--- config.mk ---
export PLATFORM = sky130hd
export DESIGN_NAME = hazard_stall_controller
export DESIGN_NICKNAME = d
export VERILOG_FILES = /design/src/rtl/hazard_stall_controller.sv
export SDC_FILE = /design/constraint.sdc
export NUM_CORES = 1
export LEC_CHECK = 0
export ABC_AREA = 1
export BUFFER_PORTS_ARGS = -buffer_cell sky130_fd_sc_hd__buf_4
export CAP_MARGIN = 20
export CORE_MARGIN = 3
export CORE_UTILIZATION = 51
export CTS_CLUSTER_DIAMETER = 40
export CTS_CLUSTER_SIZE = 20
export DETAILED_ROUTE_END_ITERATION = 7
export PLACE_DENSITY = 0.83
export SKIP_LAST_GASP = 1
export SYNTH_ARGS = -nofsm -noshare
export SYNTH_HDL_FRONTEND = slang
export SYNTH_SLANG_ARGS = --single-unit
--- constraint.sdc ---
create_clock -name clock -period 2.79 [get_ports clock]
set_input_delay 0.279 -clock clock [delete_from_list [all_inputs] [get_ports clock]]
set_output_delay 0.279 -clock clock [all_outputs]
set_load 0.02 [all_outputs]
--- src/rtl/hazard_stall_controller.sv ---
// Pipeline interlock controller: load-use stalls, branch flushes and the
// start/hold/writeback sequencing of the multi-cycle multdiv unit.
module hazard_stall_controller #(
    parameter int MD_TIMEOUT = 40
) (
    input  logic       clock,
    input  logic       reset,
    input  logic [4:0] fd_rs1,
    input  logic [4:0] fd_rs2,
    input  logic       fd_uses_rs1,
    input  logic       fd_uses_rs2,
    input  logic [4:0] dx_rd,
    input  logic       dx_is_load,
    input  logic       dx_is_mult,
    input  logic       dx_is_div,
    input  logic       x_branch_taken,
    input  logic       md_result_rdy,
    input  logic       md_exception,
    output logic       stall_f,
    output logic       stall_d,
    output logic       stall_x,
    output logic       bubble_x,
    output logic       flush_d,
    output logic       flush_x,
    output logic       ctrl_mult,
    output logic       ctrl_div,
    output logic       md_busy,
    output logic       md_wb_en,
    output logic       md_wb_exc,
    output logic [4:0] md_wb_rd,
    output logic       md_timeout
);

    typedef enum logic [1:0] {
        ST_IDLE = 2'd0,
        ST_BUSY = 2'd1,
        ST_WB   = 2'd2
    } state_t;

    localparam logic [5:0] CNT_LAST = 6'(MD_TIMEOUT - 1);

    state_t     state_r, state_next_s;
    logic [5:0] cnt_r, cnt_next_s;
    logic       exc_r, exc_next_s;
    logic [4:0] wb_rd_r, wb_rd_next_s;
    logic       timeout_r, timeout_next_s;
    logic       start_s;
    logic       load_use_s;

    assign start_s    = dx_is_mult | dx_is_div;
    assign load_use_s = dx_is_load && (dx_rd != 5'd0) &&
                        ((fd_uses_rs1 && (fd_rs1 == dx_rd)) ||
                         (fd_uses_rs2 && (fd_rs2 == dx_rd)));

    // State and datapath registers, cleared by the synchronous active-low reset.
    always_ff @(posedge clock) begin
        if (!reset) begin
            state_r   <= ST_IDLE;
            cnt_r     <= 6'd0;
            exc_r     <= 1'b0;
            wb_rd_r   <= 5'd0;
            timeout_r <= 1'b0;
        end else begin
            state_r   <= state_next_s;
            cnt_r     <= cnt_next_s;
            exc_r     <= exc_next_s;
            wb_rd_r   <= wb_rd_next_s;
            timeout_r <= timeout_next_s;
        end
    end

    // Next-state logic for the multdiv sequencer.
    always_comb begin
        state_next_s   = state_r;
        cnt_next_s     = cnt_r;
        exc_next_s     = exc_r;
        wb_rd_next_s   = wb_rd_r;
        timeout_next_s = timeout_r;
        case (state_r)
            ST_IDLE: begin
                if (start_s) begin
                    state_next_s = ST_BUSY;
                    cnt_next_s   = 6'd0;
                    exc_next_s   = 1'b0;
                    wb_rd_next_s = dx_rd;
                end else begin
                    state_next_s = ST_IDLE;
                end
            end
            ST_BUSY: begin
                cnt_next_s = cnt_r + 6'd1;
                if (md_result_rdy) begin
                    exc_next_s   = md_exception;
                    state_next_s = ST_WB;
                end else if (cnt_r == CNT_LAST) begin
                    // Result never arrived: abort with an exception writeback.
                    exc_next_s     = 1'b1;
                    timeout_next_s = 1'b1;
                    state_next_s   = ST_WB;
                end else begin
                    state_next_s = ST_BUSY;
                end
            end
            ST_WB:   state_next_s = ST_IDLE;
            default: state_next_s = ST_IDLE;
        endcase
    end

    // Pipeline controls; the multdiv start outranks branch flush and load-use.
    always_comb begin
        stall_f    = 1'b0;
        stall_d    = 1'b0;
        stall_x    = 1'b0;
        bubble_x   = 1'b0;
        flush_d    = 1'b0;
        flush_x    = 1'b0;
        ctrl_mult  = 1'b0;
        ctrl_div   = 1'b0;
        md_busy    = 1'b0;
        md_wb_en   = 1'b0;
        md_wb_exc  = 1'b0;
        md_wb_rd   = 5'd0;
        md_timeout = 1'b0;
        if (reset) begin
            md_busy    = (state_r != ST_IDLE);
            md_wb_rd   = wb_rd_r;
            md_timeout = timeout_r;
            case (state_r)
                ST_IDLE: begin
                    if (start_s) begin
                        ctrl_mult = dx_is_mult;
                        ctrl_div  = dx_is_div & ~dx_is_mult;
                        stall_f   = 1'b1;
                        stall_d   = 1'b1;
                        stall_x   = 1'b1;
                        bubble_x  = 1'b1;
                    end else if (x_branch_taken) begin
                        flush_d = 1'b1;
                        flush_x = 1'b1;
                    end else if (load_use_s) begin
                        stall_f = 1'b1;
                        stall_d = 1'b1;
                        flush_x = 1'b1;
                    end else begin
                        stall_f = 1'b0;
                    end
                end
                ST_BUSY: begin
                    stall_f  = 1'b1;
                    stall_d  = 1'b1;
                    stall_x  = 1'b1;
                    bubble_x = 1'b1;
                end
                ST_WB: begin
                    md_wb_en  = 1'b1;
                    md_wb_exc = exc_r;
                end
                default: md_busy = 1'b0;
            endcase
        end else begin
            md_busy = 1'b0;
        end
    end

endmodule

**After elaboration in Yosys (flattened, before gate mapping)**

Cells that the tools add are included.

- Output and inout port bits: 17
- Input port bits: 25
- Flip-flop bits (word level): 15
- Word-level logic and storage cells: 71

- Equal/unequal tests: 7
- Add/sub/neg operators: 1
- Bitwise logic cells: 4
- Multiplexer cells: 40
- Reduce and logical (&&, ||, !) cells: 14

Operators with widths:

| kind | number |
|---|---|
| $mux 1 | 31 |
| $pmux 6 s2 | 1 |
| $eq 5x5->1 | 2 |
| $add 6x1->6 const B | 1 |
| $eq 6x6->1 const B | 1 |
| $mux 6 | 1 |
| $pmux 1 s2 | 3 |
| $reduce_and 3->1 | 2 |
| $mux 5 | 1 |
| $reduce_bool 5->1 | 1 |
| $logic_and 1x1->1 | 4 |
| $mux 2 | 2 |
| $pmux 2 s2 | 1 |
| $reduce_and 2->1 | 2 |
| $reduce_bool 2->1 | 2 |
| $ne 3x3->1 const B | 1 |
| $reduce_or 3->1 | 1 |
| $eq 2x1->1 const B | 1 |
| $eq 2x2->1 const B | 1 |
| $logic_not 2->1 | 1 |
| $ne 2x2->1 const B | 1 |
| $not 1->1 | 2 |
| $and 1x1->1 | 1 |
| $logic_or 1x1->1 | 1 |
| $or 1x1->1 | 1 |

**Depth between registers and ports, before layout**

Gate-level depths: netlist (run 1).

- Depth after elaboration: 9
- Depth in mapped cells: 10

**Least setup slack after synthesis (run 1)**

Ideal clock, no wire load.

- Kind: register to output
- Start point: reg state_r[0]
- End point: out stall_f
- Required time: 2.511 ns
- Stages on the path, launching flop included: 8
- Arrival: 1.616 ns
- Path buffers: 1
- Path slack: 0.895 ns
- Cell sequence: dfxtp_1 -> inv_1 -> ha_1 -> inv_2 -> nand2_4 -> nand3_1 -> o21ai_0 -> buf_4

- Word-level cells in the longest chain between the ends: 3

Ends and longest elaborated chain:

| element | line | text |
|---|---|---|
| start, declared | 42 | `state_t state_r, state_next_s;` |
| start signal, assigned | 64 | `state_r <= state_next_s;` |
| $eq 2x1->1 / $logic_not 2->1 (equally long branches) | -- |  |
| $pmux 1 s2 (*) | -- |  |
| $mux 1 (*) | -- |  |
| end, declared | 19 | `output logic stall_f,` |

Every way passes the cells marked *; elsewhere a longest branch is shown, timed or not.

**Worst setup path after layout (run 1)**

- Start point: reg state_r[0]
- End point: out stall_d

- Word-level cells in the longest chain between the ends: 3

Ends and longest elaborated chain:

| element | line | text |
|---|---|---|
| $eq 2x1->1 / $logic_not 2->1 (equally long branches) | 128 | `case (state_r)` |
| $pmux 1 s2 (*) | 128 |  |
| $mux 1 (*) | 124 | `if (reset) begin` |
| end, declared | 20 | `output logic stall_d,` |

Marked as above.

==> results of run 1 <==
through the flow:
step / area [um^2] / cells / hold slack, ps / power (W) / util (%)
after floorplan: 1076 / 178 / 381.9 / 0.0003509 / -
after global placement: 1395 / 241 / 435.9 / 0.0004125 / 75.08
after detailed placement: 1395 / 241 / 449.1 / 0.0004210 / 75.08
after CTS: 1423 / 245 / 176.4 / 0.0005491 / 76.57
after global routing: 1423 / 245 / 175.9 / 0.0005792 / 76.57
final: 1423 / 245 / 176.8 / 0.0005468 / 76.57
state kept, by name, indices dropped and copies added, names as in the netlist:
name and cells:
exc_r 1, cnt_r 6, timeout_r 1, wb_rd_r 5, state_r 2
synth_stat cells (all sizes together):
| cell type | instances |
|---|---|
| a21oi | 6 |
| a311oi | 1 |
| a31o | 1 |
| buf | 3 |
| dfxtp | 15 |
| ha | 4 |
| inv | 39 |
| nand2 | 60 |
| nand3 | 9 |
| nand3b | 1 |
| nand4 | 1 |
| nor2 | 28 |
| nor3b | 1 |
| o21ai | 8 |
| o31ai | 1 |
power breakdown:
part | switching, W | internal [W] | total [W]
clock network | 0.0000769 | 0.0000535 | 0.000130
registers | 0.00000719 | 0.000227 | 0.000234
logic | 0.000108 | 0.0000743 | 0.000183
total | 0.000192 | 0.000355 | 0.000547
worst max path at each step:
stage	from	to	slack, ps	cells after the start
2_1_floorplan	state_r[0]	stall_f	900	7
3_3_place_gp	state_r[0]	stall_f	1150	9
5_1_grt	state_r[0]	stall_f	610	9
3_5_place_dp	state_r[1]	stall_f	1090	9
6_report	state_r[0]	stall_d	740	9
4_1_cts	state_r[0]	stall_f	740	9
critical path, delay by kind of cell, from the launching register on:
kind                       cells  cell delay (ps)
buffers and inverters          4              440
DFF                            1              340
and+or+nand+nor                3              340
adders and majority gates      1              240
AOI/OAI and AO/OA              1              120
area by class of cell:
class | count | area [um^2]
fillers | 165 | 435.4
flip-flops and latches | 15 | 300.3
repair buffers | 41 | 307.8
multi-input cells | 121 | 609.3
well taps | 25 | 31.28
clock inverters | 1 | 5.005
clock buffers | 3 | 22.52
inverters | 39 | 146.4
cells by family after synthesis:
logic type,share of synthesized area (%)
AND/OR/NAND/NOR,42.44
adder cells (fa/ha/maj),4.651
buffers and inverters,15.46
AO/OA/AOI/OAI,9.536
flip-flops,27.91
routing by layer:
layer / vias up / routed length (um)
met2: 36 / 1368
met1: 521 / 1112
met5: - / 0
met3: 5 / 179
met4: 0 / 46
li1: 617 / -
==> results.py, run 1 <==
metrics = {
    "status": {
        "status": "complete, no violations",
    },
    "routing": {
        "routedWlPerCell_um": 11.04,
        "drtIter0Drc": 14,
        "drt_wl_total_um": 2706,
        "dr.pass1.iters": 4,
        "vias": 1179,
        "drc": 0,
        "postRouteAntennaNets": 0,
        "via_per_inst": 4.812,
    },
    "hold_path": {
        "hold_path_end": "timeout_r",
        "hold_path.startpoint": "md_result_rdy",
        "hold_class": "input port to flop",
        "hold_depth": 2,
    },
    "global_routing": {
        "met3_usage_pct": 4.871,
        "grt_max_degree": 15,
        "met2_usage_pct": 39.33,
        "grt_busiest_layer": "met2",
        "antenna_found_initial": 0,
        "met1_usage_pct": 26.23,
        "grt_pass1_wl_um": 4567,
        "grt_use_total_pct": 22.81,
        "grt-ovfl-total": 0,
        "grt_pass1_vias": 1137,
    },
    "clock_network": {
        "holdBufCountCts": 0,
        "cts_buffer_depth": 2,
        "cts-root-buf": "clkbuf_4",
        "htreeDepth": 1,
        "clkLatencyLatePin_ps": 300,
        "post-cts-setup-buffers": 0,
        "cts_tree": "yes",
        "tritoncts_num_sinks": 15,
        "cts_resized": 0,
        "cts_made_buffers": 3,
        "cts.clk_slew.worst_paths_ps": 100,
    },
    "logic_synthesis": {
        "yosys.area.top_type": "dfxtp_1",
        "netlist_area_mm2": 0.001076,
        "ys_seq_area_share_pct": 27.91,
        "synth_nets": 207,
        "ys_top_cells_by_area": "dfxtp_1 28%, nand2_1 20%, inv_1 12%",
        "synth_seq_cells": 15,
        "yosys_warnings": 0,
        "synth_top_area_share_pct": 27.91,
        "avgSynthCellArea_um2": 6.045,
        "syn-instance-count": 178,
        "post_synth_num_cell_types": 23,
    },
    "worst_setup_path": {
        "critPathSlowestCell": "dfxtp_1",
        "crit_chain": "inv_1, ha_1, inv_2, nor2_2, inv_2, nor2_4, nor2_1, o21ai_0, buf_4",
        "crit-reg2reg-launch": "state_r[0]",
        "critPathCaptureType": "output pin",
        "crit_arrival_ps": 1770,
        "r2r-end": "cnt_r[3]",
        "criticalPathCategory": "flop to output pin",
        "cp-start-kind": "flop",
        "max_stage_delay_ps": 340,
        "reg2reg_depth": 9,
        "crit_path_max_fanout": 4,
        "timing.reg2reg.setup_slack_ps": 1320,
        "cp.required_ps": 2510,
        "cpMostUsedCell": "inv_2",
    },
    "timing": {
        "finalCritPeriodShare_pct": 73.55,
        "setup_ws_ps": 737.9,
        "drv_slew": 0,
        "final_hold_viol_count": 0,
        "max-slew-margin-rel_pct": 81.78,
        "rsz0062_at_grt": "false",
        "max_freq_mhz": 487.3,
        "fin_setup_tns_ps": 0,
        "layout_min_cycle_time_ps": 2052,
        "skew_ps": 15.86,
        "worst_pin_slew_ps": 270.5,
        "finalSetupViolCount": 0,
    },
    "power_and_ir_drop": {
        "power_density_mw_per_mm2": 384.3,
        "leakagePower_nw": 0.8447,
        "ir_worst_vdd_mv": 0.2826,
    },
    "die": {
        "core.rowCount": 15,
        "coreArea_mm2": 0.001858,
        "die_h_um": 51.94,
        "initial_core_util_pct": 57.91,
        "die_w_um": 51.94,
        "die_area_mm2": 0.002697,
        "io_pins": 42,
    },
    "job": {
        "cap_violations": 0,
    },
    "cells_and_area": {
        "drive_above_1_share_pct": 28.18,
        "fin_nets": 250,
        "layout_commonest_cell": "nand2_1",
        "mostFrequentLayoutCells": "58 x nand2_1, 41 x buf_4, 35 x inv_1",
        "syn_to_final_growth_pct": 32.21,
        "antenna_cells": 0,
    },
    "placement": {
        "port_buffers": 41,
        "globalplace.congestion": 0.8202,
        "dp_hpwl_um": 2289,
        "place_ws_ps": 1086,
    },
}
No activity file was read; power rests on OpenSTA's default activity.
==> run 2: changes to the inputs <==
Settings changed: CORE_UTILIZATION 51 to 48, PLACE_DENSITY 0.83 to 0.79.
Clock period 2.79 ns to 1.97 ns, I/O delays scaled along.
==> run 2 against run 1 <==
Highest routed layer unchanged. Worst hold slack worse by 60 ps. Total power up 40%. Register-to-register slack worse by 800 ps. Critical path depth unchanged. Combinational power up 41%. Count of clock-buffer cells in the layout unchanged. Final area up 0.70%. Largest cell class unchanged. Wire length down 6.5%. Via count down 0.59%.
==> results.py, run 2 (synthesis gave the netlist of run 1 again) <==
metrics = {
    "die": {
        "die_h_um": 53.35,
        "die_area_mm2": 0.002846,
        "core.rowCount": 16,
        "initial_core_util_pct": 52.70,
        "coreArea_mm2": 0.002042,
        "die_w_um": 53.35,
        "io_pins": 42,
    },
    "routing": {
        "drt_wl_total_um": 2530,
        "routedWlPerCell_um": 10.24,
        "via_per_inst": 4.745,
        "vias": 1172,
        "drtIter0Drc": 21,
        "postRouteAntennaNets": 0,
        "drc": 0,
        "dr.pass1.iters": 5,
    },
    "clock_network": {
        "cts-root-buf": "clkbuf_4",
        "holdBufCountCts": 0,
        "cts_tree": "yes",
        "tritoncts_num_sinks": 15,
        "cts.clk_slew.worst_paths_ps": 90,
        "cts_resized": 0,
        "cts_made_buffers": 3,
        "clkLatencyLatePin_ps": 280,
        "post-cts-setup-buffers": 0,
        "cts_buffer_depth": 2,
        "htreeDepth": 1,
    },
    "worst_setup_path": {
        "critPathCaptureType": "output pin",
        "timing.reg2reg.setup_slack_ps": 520,
        "cp-start-kind": "flop",
        "cp.required_ps": 1770,
        "crit_path_max_fanout": 4,
        "crit_arrival_ps": 1640,
        "criticalPathCategory": "flop to output pin",
    },
    "placement": {
        "port_buffers": 41,
        "globalplace.congestion": 0.8062,
        "dp_hpwl_um": 2183,
        "place_ws_ps": 328.8,
    },
    "timing": {
        "final_hold_viol_count": 0,
        "rsz0062_at_grt": "false",
        "setup_ws_ps": 130.2,
        "drv_slew": 0,
        "finalCritPeriodShare_pct": 93.39,
        "hold_ws_ps": 116.7,
        "skew_ps": 4.513,
        "fin_setup_tns_ps": 0,
        "max_freq_mhz": 543.5,
        "max-slew-margin-rel_pct": 86.87,
        "finalSetupViolCount": 0,
        "worst_pin_slew_ps": 195.3,
        "layout_min_cycle_time_ps": 1840,
    },
    "power_and_ir_drop": {
        "p_int_w": 0.0005037,
        "switching_share_pct": 34.21,
        "seqPwrFrac_pct": 43.2,
        "power_density_mw_per_mm2": 534.4,
        "clkPwrFrac_pct": 23.1,
        "ir_worst_vdd_mv": 0.3361,
        "leakagePower_nw": 0.8447,
        "switching_power_w": 0.0002619,
        "power_frac_comb_pct": 33.7,
        "power.total_w": 0.0007656,
    },
    "cells_and_area": {
        "syn_to_final_growth_pct": 33.14,
        "mostFrequentLayoutCells": "58 x nand2_1, 41 x buf_4, 35 x inv_1",
        "layout_commonest_cell": "nand2_1",
        "largest_register_ffs": 6,
        "fin_nets": 250,
        "top_regs": "cnt_r: 6 flops, wb_rd_r: 5 flops, state_r: 2 flops",
        "largest-register": "cnt_r",
        "multiInputGateArea_um2": 616.8,
        "drive_above_1_share_pct": 28.64,
        "fillers": 182,
        "final-seq-area_um2": 300.3,
        "antenna_cells": 0,
    },
    "status": {
        "status": "complete, no violations",
    },
    "global_routing": {
        "grt_pass1_vias": 1116,
        "grt_pass1_wl_um": 4167,
        "antenna_found_initial": 0,
        "grt_max_degree": 15,
        "grt-ovfl-total": 0,
        "grt_use_total_pct": 20.00,
    },
    "hold_path": {
        "hold_class": "input port to flop",
    },
    "job": {
        "cap_violations": 0,
    },
}
==> run 2: cell type report <==
class	instances	share of cell area (%)
flip-flops and latches	15	20.96
well taps	27	2.358
inverters	39	10.22
clock inverters	1	0.3493
multi-input cells	121	43.06
repair buffers	41	21.48
clock buffers	3	1.572
==> run 2: power by group through the flow <==
stage / Sequential (W) / Clock, W / Combinational [W]
after floorplan: 0.000335 / 0 / 0.000162
after global placement: 0.000337 / 0 / 0.000248
after detailed placement: 0.000338 / 0 / 0.000256
after CTS: 0.000330 / 0.000185 / 0.000257
after global routing: 0.000333 / 0.000199 / 0.000287
final: 0.000331 / 0.000177 / 0.000258
==> run 2: layer usage <==
metal  track usage (%)  share of wire [%]
met4             8.936               0.83
met3             4.507                5.1
met2             38.57                 52
met1             19.73                 42
met5                 0                  0
==> run 2: final timing paths <==
check | cells past startpoint | to | startpoint
setup / recovery | 9 | stall_f | state_r[0]
hold / removal | 2 | timeout_r | md_result_rdy
setup reg to reg | 8 | exc_r | cnt_r[0]
hold reg to reg | 2 | wb_rd_r[4] | wb_rd_r[4]
==> run 2: critical path, stage by stage, from the launching register on <==
cell,delay (ps)
dfxtp_1,320
inv_1,80
ha_2,220
inv_2,70
nor2_4,150
inv_2,70
nor2_4,90
nor2_1,60
o21ai_1,120
buf_4,180
==> run 2: through the flow <==
step	instance area (um^2)	util [%]	std cells
floorplan	1076	-	178
detailed placement	1398	68.44	243
CTS	1425	69.79	247
global placement	1398	68.44	243
finish	1433	70.16	247
global route	1433	70.16	247
==> run 3: changes to the inputs <==
Settings changed: ABC_AREA 1 to 0, CORE_UTILIZATION 48 to 46, PLACE_DENSITY 0.79 to 0.78.
Clock period 1.97 ns to 1.96 ns, I/O delays scaled along.
==> run 3 against run 2 <==
Critical path depth is 2 lower. Worst hold slack better by 56 ps. Via count is 15% lower. Wire length is 9.4% higher. Sequential share of layout area is 0.37 points higher. Combinational power is 7% higher. Die area is 6.6% lower. Utilization is 7.7 points higher. Sequential cell count stayed put. Largest cell class unchanged.
==> results.py, run 3 <==
metrics = {
    "routing": {
        "drt_wl_total_um": 2769,
        "route.met2.wl_um": 1408,
        "routedWlPerCell_um": 14.65,
        "drtIter0Drc": 8,
        "highest_layer": "met4",
        "wl_met1_um": 1155,
        "dr.pass1.iters": 4,
        "met3_length_um": 139,
        "postRouteAntennaNets": 0,
        "via_per_inst": 5.280,
        "drc": 0,
        "vias": 998,
    },
    "clock_network": {
        "cts_tree": "yes",
        "holdBufCountCts": 0,
        "htreeDepth": 1,
        "cts-root-buf": "clkbuf_4",
        "cts.clk_slew.worst_paths_ps": 100,
        "tritoncts_num_sinks": 15,
        "clkLatencyLatePin_ps": 290,
        "cts_made_buffers": 3,
        "cts_buffer_depth": 2,
    },
    "worst_setup_path": {
        "cp-start-kind": "flop",
        "path_delay_family": "flip-flops",
        "criticalPathCategory": "flop to output pin",
        "crit_path_max_fanout": 5,
        "critPathSlowestCell": "dfxtp_4",
        "critPathBufInv": 3,
        "crit-reg2reg-launch": "state_r[0]",
        "crit_chain": "inv_4, ha_4, buf_6, nor3b_4, nand2_1, o31ai_2, buf_4",
        "crit_arrival_ps": 1750,
        "cp.required_ps": 1760,
        "critPathLaunch": "state_r[0]",
        "max_stage_delay_ps": 370,
        "critPathCaptureType": "output pin",
    },
    "logic_synthesis": {
        "netlist_area_um2": 954.7,
        "ys_seq_area_share_pct": 31.45,
        "synth_edf_count": 0,
        "synth_top_area_share_pct": 31.45,
        "avgSynthCellArea_um2": 8.230,
        "syn-instance-count": 116,
        "yosys_warnings": 0,
        "synth_flop_cell": "dfxtp_1",
        "synth_nets": 145,
        "post_synth_num_cell_types": 34,
        "yosysMostFrequentCell": "dfxtp_1",
        "ys_top_cells_by_area": "dfxtp_1 31%, xor2_1 7.3%, and2_1 5.9%",
        "yosys.area.top_type": "dfxtp_1",
        "synth_seq_cells": 15,
        "synthArstFlopShare_pct": 0,
        "synth_common_cells": "15 x dfxtp_1, 12 x nand2_1, 9 x and2_1, 9 x nor2_1, 8 x xor2_1",
    },
    "timing": {
        "final_hold_viol_count": 0,
        "hold_ws_ps": 172.9,
        "worst_pin_slew_ps": 537.2,
        "skew_ps": 6.826,
        "setup_ws_ps": 13.46,
        "fin_setup_tns_ps": 0,
        "max_freq_mhz": 513.7,
        "finalCritPeriodShare_pct": 99.31,
        "finalSetupViolCount": 0,
        "max-slew-margin-rel_pct": 63.81,
        "drv_slew": 0,
        "layout_min_cycle_time_ps": 1947,
        "rsz0062_at_grt": "true",
    },
    "placement": {
        "place_ws_ps": 67.60,
        "postPlaceCellArea_mm2": 0.001279,
        "dp_hpwl_um": 1998,
        "port_buffers": 41,
        "globalplace.congestion": 0.8041,
    },
    "die": {
        "coreArea_mm2": 0.001839,
        "initial_core_util_pct": 51.90,
        "io_pins": 42,
        "die_area_mm2": 0.002658,
        "die_w_um": 51.56,
        "core.rowCount": 15,
        "die_h_um": 51.56,
    },
    "cells_and_area": {
        "top_regs": "cnt_r: 6 flops, wb_rd_r: 5 flops, state_r: 2 flops",
        "layout_commonest_cell": "buf_4",
        "mostFrequentLayoutCells": "45 x buf_4, 13 x dfxtp_1, 12 x nand2_1",
        "fin_area_mm2": 0.001431,
        "final_util_pct": 77.82,
        "largest-register": "cnt_r",
        "drive_above_1_share_pct": 39.63,
        "syn_to_final_growth_pct": 49.93,
        "antenna_cells": 0,
        "fin_nets": 194,
        "largest_register_ffs": 6,
    },
    "global_routing": {
        "grt_max_degree": 28,
        "grt_use_total_pct": 21.74,
        "grt_pass1_vias": 964,
        "grt_pass1_wl_um": 4278,
        "antenna_found_initial": 0,
        "grt-ovfl-total": 0,
    },
    "power_and_ir_drop": {
        "switching_share_pct": 32.60,
        "ir_worst_vdd_mv": 0.6385,
        "switching_power_w": 0.0002597,
        "seqPwrFrac_pct": 41.6,
        "power_density_mw_per_mm2": 556.6,
        "power_frac_comb_pct": 34.7,
        "p_int_w": 0.0005369,
        "leakagePower_nw": 0.6357,
        "clkPwrFrac_pct": 23.7,
    },
    "hold_path": {
        "hold_class": "input port to flop",
        "hold_path.startpoint": "dx_rd[2]",
    },
    "job": {
        "cap_violations": 0,
    },
    "status": {
        "status": "complete, no violations",
    },
}
[run 3: logic make-up after synthesis]
| group | Yosys count | share of synthesized area [%] |
|---|---|---|
| buffers and inverters | 9 | 4.325 |
| adders and majority gates | 4 | 5.243 |
| xor gates and xnor gates | 14 | 12.84 |
| and+or+nand+nor | 53 | 31.32 |
| DFF | 15 | 31.45 |
| AOI/OAI and AO/OA | 21 | 14.81 |
[run 3: worst register-to-register path: stages (launching register included)]
cell and delay, ps:
dfxtp_4 380, inv_4 40, ha_4 170, buf_6 120
nor3b_4 150, buf_4 150, nor4_2 340, xnor2_1 160
nor2_1 50
[run 3: what timing repair did]
action,4_1_cts,5_1_grt
resized for setup,16,5
pin swaps,4,5
setup endpoints to repair,4,3
setup buffers,5,1
[run 3: final cells by class]
class                   instances  area (um^2)
clock buffers                   3        22.52
multi-input cells              92        669.4
fillers                       152        407.9
well taps                      25        31.28
inverters                       5        23.77
repair buffers                 48        371.6
clock inverters                 1        7.507
flip-flops and latches         15        305.3
[run 3: per-stage QoR]
stage,power [W],std cells
2_1_floorplan,0.0004628,116
3_3_place_gp,0.0005563,179
3_5_place_dp,0.0005637,179
4_1_cts,0.0007871,188
5_1_grt,0.0008433,189
6_report,0.0007967,189
[run 3: metal layers]
metal,global-route usage [%],up-vias
li1,-,492
met1,25.71,465
met2,37.50,31
met3,5.731,10
met4,7.860,0
met5,0,-
[run 3: final timing paths]
| path | endpoint | cells after the start | slack (ps) |
|---|---|---|---|
| max reg2reg | cnt_r[5] | 8 | 280 |
| min | wb_rd_r[2] | 3 | 170 |
| min reg2reg | wb_rd_r[0] | 2 | 460 |
| max | flush_x | 7 | 10 |
[run 3: power groups by stage]
stage / Combinational [W] / Sequential (W) / Clock [W]
floorplan: 0.000130 / 0.000333 / 0
global placement: 0.000222 / 0.000334 / 0
detailed placement: 0.000228 / 0.000335 / 0
CTS: 0.000264 / 0.000331 / 0.000192
global route: 0.000300 / 0.000335 / 0.000208
finish: 0.000276 / 0.000332 / 0.000189
